### config.mk
export PLATFORM = sky130hd
export DESIGN_NAME = jze_branch_predictor_ctrl
export DESIGN_NICKNAME = d
export VERILOG_FILES = /design/src/rtl/jze_branch_predictor_ctrl.sv
export SDC_FILE = /design/constraint.sdc
export NUM_CORES = 1
export LEC_CHECK = 0
export CORE_MARGIN = 4
export CORE_UTILIZATION = 27
export CTS_BUF_LIST = sky130_fd_sc_hd__clkbuf_4
export DETAILED_ROUTE_END_ITERATION = 6
export PLACE_DENSITY = 0.47
export SLEW_MARGIN = 10
export SYNTH_ARGS = -nofsm -noshare
export SYNTH_HDL_FRONTEND = slang
export SYNTH_SLANG_ARGS = --single-unit
### constraint.sdc
create_clock -name clk -period 5.3 [get_ports clk]
set_input_delay 1.325 -clock clk [delete_from_list [all_inputs] [get_ports clk]]
set_output_delay 1.325 -clock clk [all_outputs]
set_load 0.01 [all_outputs]
### src/rtl/jze_branch_predictor_ctrl.sv
// JZE branch predictor and sequencer for the MicroEV20 microsequencer.
// A table of 2-bit saturating counters, indexed by low PC bits, predicts
// each JZE at decode. The prediction is held for the checker while it is
// outstanding, and the checker's result then trains the table. A
// mispredict produces a one-cycle flush and a redirect to the correct path.
module jze_branch_predictor_ctrl #(
    parameter int IDX_W   = 4,
    parameter int ADDR_W  = 16,
    parameter int TIMEOUT = 15
) (
    input  logic              clk,
    input  logic              reset,
    input  logic              br_valid,
    input  logic [1:0]        br_type,
    input  logic [IDX_W-1:0]  br_index,
    input  logic [ADDR_W-1:0] br_target,
    input  logic [ADDR_W-1:0] br_fallthru,
    output logic              pred_valid,
    output logic              pred_taken,
    output logic              aux_last_pred,
    output logic [1:0]        aux_pred_type,
    input  logic              checked,
    input  logic              correct_pred,
    input  logic              incorrect_pred,
    output logic              busy,
    output logic              flush,
    output logic              redirect_valid,
    output logic [ADDR_W-1:0] redirect_addr,
    output logic              timeout_err,
    output logic [15:0]       miss_count
);

    localparam int         DEPTH      = 1 << IDX_W;
    localparam logic [7:0] TIMER_LAST = 8'(TIMEOUT - 1);

    typedef enum logic [1:0] {
        S_IDLE,
        S_PENDING,
        S_UPDATE,
        S_FLUSH
    } state_t;

    state_t              state_q, state_d;
    logic [1:0]          ctr_q [DEPTH];
    logic [IDX_W-1:0]    idx_q;
    logic [ADDR_W-1:0]   target_q;
    logic [ADDR_W-1:0]   fallthru_q;
    logic                pred_q;
    logic                outcome_q;
    logic [7:0]          timer_q;
    logic [ADDR_W-1:0]   redirect_addr_q;
    logic [15:0]         miss_count_q;
    logic                accept;
    logic                timeout_hit;

    // Move a counter one step toward the observed direction, clamped at 00/11.
    function automatic logic [1:0] sat_update(input logic [1:0] c, input logic up);
        if (up)
            return (c == 2'b11) ? c : c + 2'd1;
        else
            return (c == 2'b00) ? c : c - 2'd1;
    endfunction

    // Next-state and output decode.
    always_comb begin
        // NOTE: every signal gets a default before the case so no path leaves it unassigned (no latches).
        state_d        = state_q;
        accept         = (state_q == S_IDLE) && br_valid && (br_type == 2'b01);
        timeout_hit    = (state_q == S_PENDING) && !checked && (timer_q == TIMER_LAST);
        pred_valid     = accept;
        pred_taken     = accept & ctr_q[br_index][1];
        busy           = (state_q != S_IDLE);
        aux_pred_type  = (state_q == S_PENDING) ? 2'b01 : 2'b00;
        flush          = (state_q == S_FLUSH);
        redirect_valid = (state_q == S_FLUSH);
        timeout_err    = timeout_hit;

        case (state_q)
            S_IDLE: begin
                if (accept)
                    state_d = S_PENDING;
            end
            S_PENDING: begin
                // A result arriving on the last allowed cycle wins over the timeout.
                if (checked)
                    state_d = incorrect_pred ? S_FLUSH : S_UPDATE;
                else if (timeout_hit)
                    state_d = S_IDLE;
            end
            S_UPDATE: state_d = S_IDLE;
            S_FLUSH:  state_d = S_IDLE;
            default:  state_d = S_IDLE;
        endcase
    end

    // State register.
    always_ff @(posedge clk or posedge reset) begin
        // NOTE: sequential state uses non-blocking assignments so all registers update from pre-edge values.
        if (reset)
            state_q <= S_IDLE;
        else
            state_q <= state_d;
    end

    // Branch context, training table, redirect address and miss counter.
    always_ff @(posedge clk or posedge reset) begin
        if (reset) begin
            // NOTE: the counter table is reset explicitly, so it is built from flops rather than a RAM macro.
            for (int i = 0; i < DEPTH; i++)
                ctr_q[i] <= 2'b01;
            idx_q           <= '0;
            target_q        <= '0;
            fallthru_q      <= '0;
            pred_q          <= 1'b0;
            outcome_q       <= 1'b0;
            timer_q         <= '0;
            redirect_addr_q <= '0;
            miss_count_q    <= '0;
        end else begin
            if (accept) begin
                idx_q      <= br_index;
                target_q   <= br_target;
                fallthru_q <= br_fallthru;
                pred_q     <= ctr_q[br_index][1];
            end

            if (state_q == S_PENDING)
                timer_q <= timer_q + 8'd1;
            else
                timer_q <= '0;

            // The redirect target is resolved on the checker cycle so it is ready during FLUSH.
            if (state_q == S_PENDING && checked) begin
                outcome_q <= correct_pred;
                if (incorrect_pred)
                    redirect_addr_q <= correct_pred ? target_q : fallthru_q;
            end

            if (state_q == S_UPDATE || state_q == S_FLUSH)
                ctr_q[idx_q] <= sat_update(ctr_q[idx_q], outcome_q);

            if (state_q == S_FLUSH && miss_count_q != 16'hFFFF)
                miss_count_q <= miss_count_q + 16'd1;
        end
    end

    assign aux_last_pred = pred_q;
    assign redirect_addr = redirect_addr_q;
    assign miss_count    = miss_count_q;

endmodule

Yosys cells after proc, flatten, opt, wreduce, memory -nomap -nowiden
Index checks and enable logic that the tools add are counted.
Storage, ports and cells
  bits in registers: 112
  input port bits: 44
  output and inout bits: 41
  word-level logic and storage cells: 80
Operators by class
  add/sub/neg operators: 4
  order comparisons: 3
  eq/ne operators: 9
  multiplexer cells: 21
  bitwise operators: 3
  reductions and logical operators: 15
Operator list (number)
  $bwmux W32: 1
  $mux W2: 12
  $add A16 B1 Y16 const B: 1
  $bmux W2 S4: 2
  $mux W16: 1
  $ne A16 B16 Y1 const B: 1
  $ge A5 B5 Y1 const B: 2
  $not A4 Y5: 2
  $add A8 B1 Y8 const B: 1
  $demux W2 S4: 1
  $eq A8 B4 Y1 const B: 1
  $mux W8: 1
  $logic_and A1 B1 Y1: 7
  $eq A2 B2 Y1 const B: 3
  $pmux W2 S3: 1
  $lt A5 B1 Y1 const B: 1
  $eq A2 B1 Y1 const B: 2
  $logic_not A2 Y1: 2
  $reduce_and A2 Y1: 2
  $ne A3 B3 Y1 const B: 1
  $add A2 B1 Y2 const B: 1
  $mux W1: 2
  $ne A2 B2 Y1 const B: 1
  $reduce_bool A2 Y1: 1
  other kinds (5): 5

Depth between registers and ports, before layout
Gate-level depths: netlist (run 1).
  word-level depth: 9
  gate-level depth with buffers: 9
  depth with buffers taken out: 7

Worst setup path after synthesis (run 1)
No wires, ideal clock.
  path kind: input to output
  from: in br_index[0]
  to: out pred_taken
  arrival: 2.541 ns
  required time: 3.975 ns
  slack: 1.434 ns
  stages: 5
  path buffers: 1
  cells stage by stage: clkbuf_1 > mux4_2 > nor2b_1 > a211oi_1 > a211oi_1
Between the ends
  word-level cells in the longest chain between the ends: 5
RTL lines
  start: declaration: RTL line 15  | input logic [IDX_W-1:0] br_index,
  $not A4 Y5 (implied by the code): RTL line 71  | pred_taken = accept & ctr_q[br_index][1];
  $bmux W2 S4: RTL line 71
  $mux W2 (implied by the code) (2 in series): RTL line 71
  $and A1 B1 Y1: RTL line 71
  end: declaration: RTL line 19  | output logic pred_taken,
No other way between the ends. The select of a mux whose other input is x is not followed.

Worst setup path after layout (run 1)
Same ends and word-level chain as after synthesis.

==> results.ini, run 1 <==
[run_status]
run_status=finished clean

[drt]
drtIter0Drc=119
drtPass1Iterations=4
dr_total_vias=3654
routed_wl_um=12800
drtAntennaViolNets=0
drc_errors=0
wl_per_cell_um=15.5
vias_per_cell=4.44

[worst_hold_path]
hold_depth=1
hold_start=timer_q[0]
hold_path_class=reg2reg
worstHoldEndpoint=timer_q[0]

[pwr]
comb_power_share=0.300
netSwitchingPower_uw=829
share_seq_of_total_power=0.515
leakage_nw=2.94
swShare=0.323
vdd_drop_max_v=0.000153
powerDensity_nw_per_um2=399
intPower_mw=1.74
clockPowerShare=0.185

[clocking]
cts_resized=0
cts_buffers=9
cts_tree=done
cts-root-buf=clkbuf_4
cts_setup_buffers=0
cts.clk_slew.worst_paths_ns=0.16
htreeDepth=3
clockBufferDepth=2
clock-sinks=112
cts-hold-fix-buffers=0
clk-insertion-delay-late_ns=0.49

[die]
dieArea_um2=21500
num_rows=50
dieWidth_um=147
start_util=0.276
io_pins=85
core_um2=18800
die_height_um=147

[finish]
fill_cells=1925
area_growth_pct=23.9
drive_above_1_share=0.135
mostFrequentLayoutCell=nand2_1
fin_nets=606
diodes=0
layout_common_cells=nand2_1, dfrtp_1, clkdlybuf4s50_1
final_cells=823

[setup_path]
critPathCaptureType=primary output
crit_path_start_kind=input port
criticalPathCategory=in2out
r2r_setup_slack_ns=2.36
critPathArrivalTime_ns=3.43
crit_path_start=br_index[0]
cp_max_fo=5
cp.required_ns=3.97
ff2ff_path_depth=5
r2r_start=idx_q[1]
r2r-end=ctr_q[12]

[timing]
setup_tns_ns=0
setup_viol=0
fin_crit_sh=0.898
worstMarginPinSlew_ns=1.05
slew_headroom=0.296
clock_skew_ns=0.0156
grt_setup_unrepaired=no
final_max_slew_viol_count=0
final-hold-violation-count=0
fmax_ghz=0.210
fin_crit_ns=4.76

[logic_synthesis]
seq_area_frac_synth=0.543
yosys.area.top_type=dfrtp_1
syn_inst=484
avgSynthCellArea_um2=10.7
synth_area_leaders=dfrtp_1, nand2_1, dfstp_2
async_reset_ff_frac=1.00
synth_warnings=0
synthesis.area_um2=5200
synth_edf_count=0
ys_ff_latch=112
syn_nets=531
synth_cell_types=43
ys.flop_type=dfrtp_1
yosysTopAreaCellShare=0.462

[place]
dp.cells=808
placement.io_buffers=83
gp_congestion=0.808
dp_hpwl_um=9100

[global_routing]
grt_max_degree=59
grt_pass1_wl_um=20400
globalRouteTotalUtil=0.119
grt_pass1_vias=3729
grt.overflow.total=0
antenna_found_initial=0

[job]
cap_viol_max_count=0

## power by group through the flow
stage	registers [mW]	clock network [mW]	logic, mW
finish	1.32	0.476	0.772
global route	1.36	0.534	0.852
CTS	1.33	0.503	0.789
detailed placement	1.35	0	0.788
floorplan	1.28	0	0.505
global placement	1.34	0	0.772
## worst max-delay path, cell delays in order
cell	delay [ns]
clkdlybuf4s50_1	0.63
mux4_2	0.53
nor2b_1	0.14
a211oi_1	0.21
a211oi_1	0.10
clkdlybuf4s50_1	0.50
## how the worst max path moves through the flow
stage / end / slack, ns / cells after the start
finish: pred_taken / 0.54 / 6
global route: pred_taken / 0.37 / 6
CTS: pred_taken / 0.51 / 6
detailed placement: pred_taken / 0.50 / 6
global placement: pred_taken / 0.57 / 6
floorplan: aux_last_pred / 1.04 / 1
## per-layer routing
layer	up-vias	track usage	share of wire
li1	1779	-	-
met5	-	0	0
met2	70	0.189	0.47
met3	13	0.0339	0.045
met1	1792	0.161	0.47
met4	0	0.0329	0.017
## stage by stage
step / power, mW / utilization / instance area, µm² / hold WS, ns / setup slack [ns]
after global routing: 2.75 / 0.342 / 6440 / 0.517 / 0.365
after detailed placement: 2.13 / 0.334 / 6290 / 0.461 / 0.504
after floorplan: 1.79 / - / 5200 / 0.445 / 1.04
final: 2.57 / 0.342 / 6440 / 0.492 / 0.542
after CTS: 2.62 / 0.342 / 6440 / 0.490 / 0.508
after global placement: 2.11 / 0.334 / 6290 / 0.457 / 0.566
## cell type report
class	instances	area, µm²	area share
well taps	260	325	0.0505
clock inverters	6	85.1	0.0132
inverters	6	25.0	0.00388
flip-flops and latches	112	2820	0.438
clock buffers	9	67.6	0.0105
repair buffers	88	868	0.135
multi-input cells	342	2250	0.349
## synthesized netlist by cell type (3+ instances only)
cell      count
a211oi_1      3
a21oi_1       7
and3_1        6
clkbuf_1     19
dfrtp_1      96
dfstp_2      16
ha_1          3
inv_1         5
mux2_2       20
mux2_4       10
mux2i_1      20
mux4_1        6
mux4_2        6
nand2_1     137
nand2b_1      4
nand3_1      11
nand4_1       5
nor2_1       33
nor2b_1       4
nor3_1        6
o21ai_0      17
xnor2_1       9
xor2_1       12
## cell families after synthesis
group | count (synthesis) | share of synthesized area
and+or+nand+nor | 218 | 0.179
AOI/OAI and AO/OA | 34 | 0.0375
buffers and inverters | 30 | 0.0245
other | 1 | 0.000721
muxes | 62 | 0.167
xor gates and xnor gates | 21 | 0.0354
DFF | 112 | 0.543
adders and majority gates | 6 | 0.0135
## sequential cells by signal, summed over array words and instances (netlist names)
register / count
aux_last_pred: 1
outcome_q: 1
idx_q: 4
ctr_q: 32
timer_q: 8
fallthru_q: 16
target_q: 16
redirect_addr: 16
miss_count: 16
state_q: 2
Note: power is estimated with default switching activity, not from simulation.
==> run 2, diff against run 1 <==
Settings changed: CELL_PAD_IN_SITES_DETAIL_PLACEMENT from default to 1, CELL_PAD_IN_SITES_GLOBAL_PLACEMENT from default to 1, CORE_MARGIN 4 to 2, PLACE_DENSITY 0.47 to 0.57.
==> run 2 against run 1 <==
Die area shrank 5.4%. Via count is 2.0% higher. Highest routed layer unchanged. Critical path type unchanged. Routed wire length up 4.1%. Global-route usage increased by 1.7 points. Sequential power about the same. Non-clock buffer count unchanged. Sequential cell count is the same. Register-to-register slack better by 0.04 ns. Largest power group unchanged. Cell count is 0.24% higher.
==> results.ini, run 2 (synthesis gave the netlist of run 1 again) <==
[setup_path]
r2r_setup_slack_ns=2.40  ; +0.04 ns
cp_max_fo=5  ; unchanged
path_cells=clkdlybuf4s50_1 > mux4_2 > nor2b_1 > a211oi_1 > a211oi_1 > clkdlybuf4s50_1
criticalPathCategory=in2out
critPathSlowestCell=clkdlybuf4s50_1
r2r_start=idx_q[1]
crit_path_start_kind=input port
cpPeakStageDelay_ns=0.64  ; about the same
cp.required_ns=3.97  ; about the same
critPathArrivalTime_ns=3.47  ; +0.04 ns
crit_path_start=br_index[0]
critPathCaptureType=primary output

[die]
core_um2=18800  ; unchanged
die_height_um=143  ; -2.7%
start_util=0.276  ; unchanged
num_rows=50  ; unchanged
dieWidth_um=143  ; -2.7%
dieArea_um2=20400  ; -5.4%
io_pins=85  ; unchanged

[finish]
mostFrequentLayoutCell=nand2_1
largest_reg_flops=32  ; unchanged
fin_nets=606  ; unchanged
drive_above_1_share=0.138  ; +0.00331
largest_register=ctr_q
layout_common_cells=nand2_1, dfrtp_1, clkdlybuf4s50_1
final_cells=825  ; +0.24%
area_growth_pct=23.8

[timing]
setup_viol=0  ; unchanged
setup_tns_ns=0  ; unchanged
fin_crit_sh=0.905  ; +0.00691
final_max_slew_viol_count=0  ; unchanged
grt_setup_unrepaired=no
fmax_ghz=0.209  ; -0.76%
clock_skew_ns=0.0208  ; +0.00526 ns
slew_headroom=0.304  ; +0.00727
fin_hold_ws_ns=0.492  ; -0.000494 ns
fin_crit_ns=4.79  ; +0.0366 ns
worstMarginPinSlew_ns=1.04  ; -0.0116 ns
final-hold-violation-count=0  ; unchanged
worst_slack_ns=0.505  ; -0.0366 ns

[job]
cap_viol_max_count=0  ; unchanged

[place]
dp_hpwl_um=9680  ; +6.4%
gp_congestion=0.819  ; +1.3%
dp.cells=808  ; unchanged
dp_slack_ns=0.502  ; -0.00180 ns
placement.io_buffers=83  ; unchanged

[clocking]
clock-sinks=112  ; unchanged
cts-hold-fix-buffers=0  ; unchanged
cts-root-buf=clkbuf_4
cts.clk_slew.worst_paths_ns=0.15  ; about the same
cts_resized=0  ; unchanged
cts_buffers=9  ; unchanged
cts_tree=done
clockBufferDepth=2  ; unchanged
htreeDepth=3  ; unchanged
clk-insertion-delay-late_ns=0.48  ; about the same
cts_setup_buffers=0  ; unchanged

[global_routing]
grt_max_degree=59  ; unchanged
grt.overflow.total=0  ; unchanged
grt_pass1_wl_um=21300  ; +4.6%
grt_pass1_vias=3939  ; +5.6%
globalRouteTotalUtil=0.136  ; +0.0171
antenna_found_initial=1  ; +1

[pwr]
leakage_nw=2.93  ; -0.22%
vdd_drop_max_v=0.000124  ; -19%
power_mw=2.55  ; -0.84%
powerDensity_nw_per_um2=396  ; -0.73%

[drt]
drtIter0Drc=150  ; +26%
dr_total_vias=3728  ; +2.0%
wl_per_cell_um=16.1  ; +3.8%
routed_wl_um=13300  ; +4.1%
drtPass1Iterations=4  ; unchanged
drtAntennaViolNets=0  ; unchanged
vias_per_cell=4.52  ; +1.8%
drc_errors=0  ; unchanged

[run_status]
run_status=finished clean

[worst_hold_path]
hold_start=timer_q[0]
hold_path_class=reg2reg

-- run 2: worst paths after layout --
path | end | cells past startpoint
min in group asynchronous | redirect_addr[7] | 2
worst max-delay path | pred_taken | 6
max in group asynchronous | ctr_q[10] | 3
worst min register to register | timer_q[0] | 1
worst min-delay path | timer_q[0] | 1
worst max register to register | ctr_q[10] | 5
-- run 2: metrics by stage --
step                      utilization  area, µm²
after global placement          0.334       6290
after global routing            0.342       6440
after CTS                       0.342       6430
after floorplan                     -       5200
final                           0.342       6440
after detailed placement        0.334       6290
-- run 2: cell type report --
class / count / area (µm²)
fillers: 2105 / 12400
flip-flops and latches: 112 / 2820
multi-input cells: 342 / 2250
repair buffers: 88 / 868
well taps: 260 / 325
clock buffers: 10 / 75.1
clock inverters: 6 / 67.6
inverters: 6 / 25.0
diodes: 1 / 2.50
-- run 2: critical path, delay by kind of cell --
family | cells | cell delay (ns)
buffers and inverters | 2 | 1.14
multiplexers | 1 | 0.53
AND/OR/NAND/NOR | 1 | 0.14
AO/OA/AOI/OAI | 2 | 0.32
-- run 2: where the power goes --
group          internal, mW  total [mW]  switching, mW
Clock                 0.151       0.438          0.287
Sequential             1.12        1.33          0.210
Combinational         0.434       0.780          0.346
Total                  1.71        2.55          0.844
-- run 2: metal layers --
metal  up-vias  GRT usage  part of all wire
met1      1882      0.182              0.48
li1       1780          -                 -
met5         -          0                 0
met4         0     0.0266            0.0085
met2        59      0.224              0.47
met3         7     0.0369             0.043
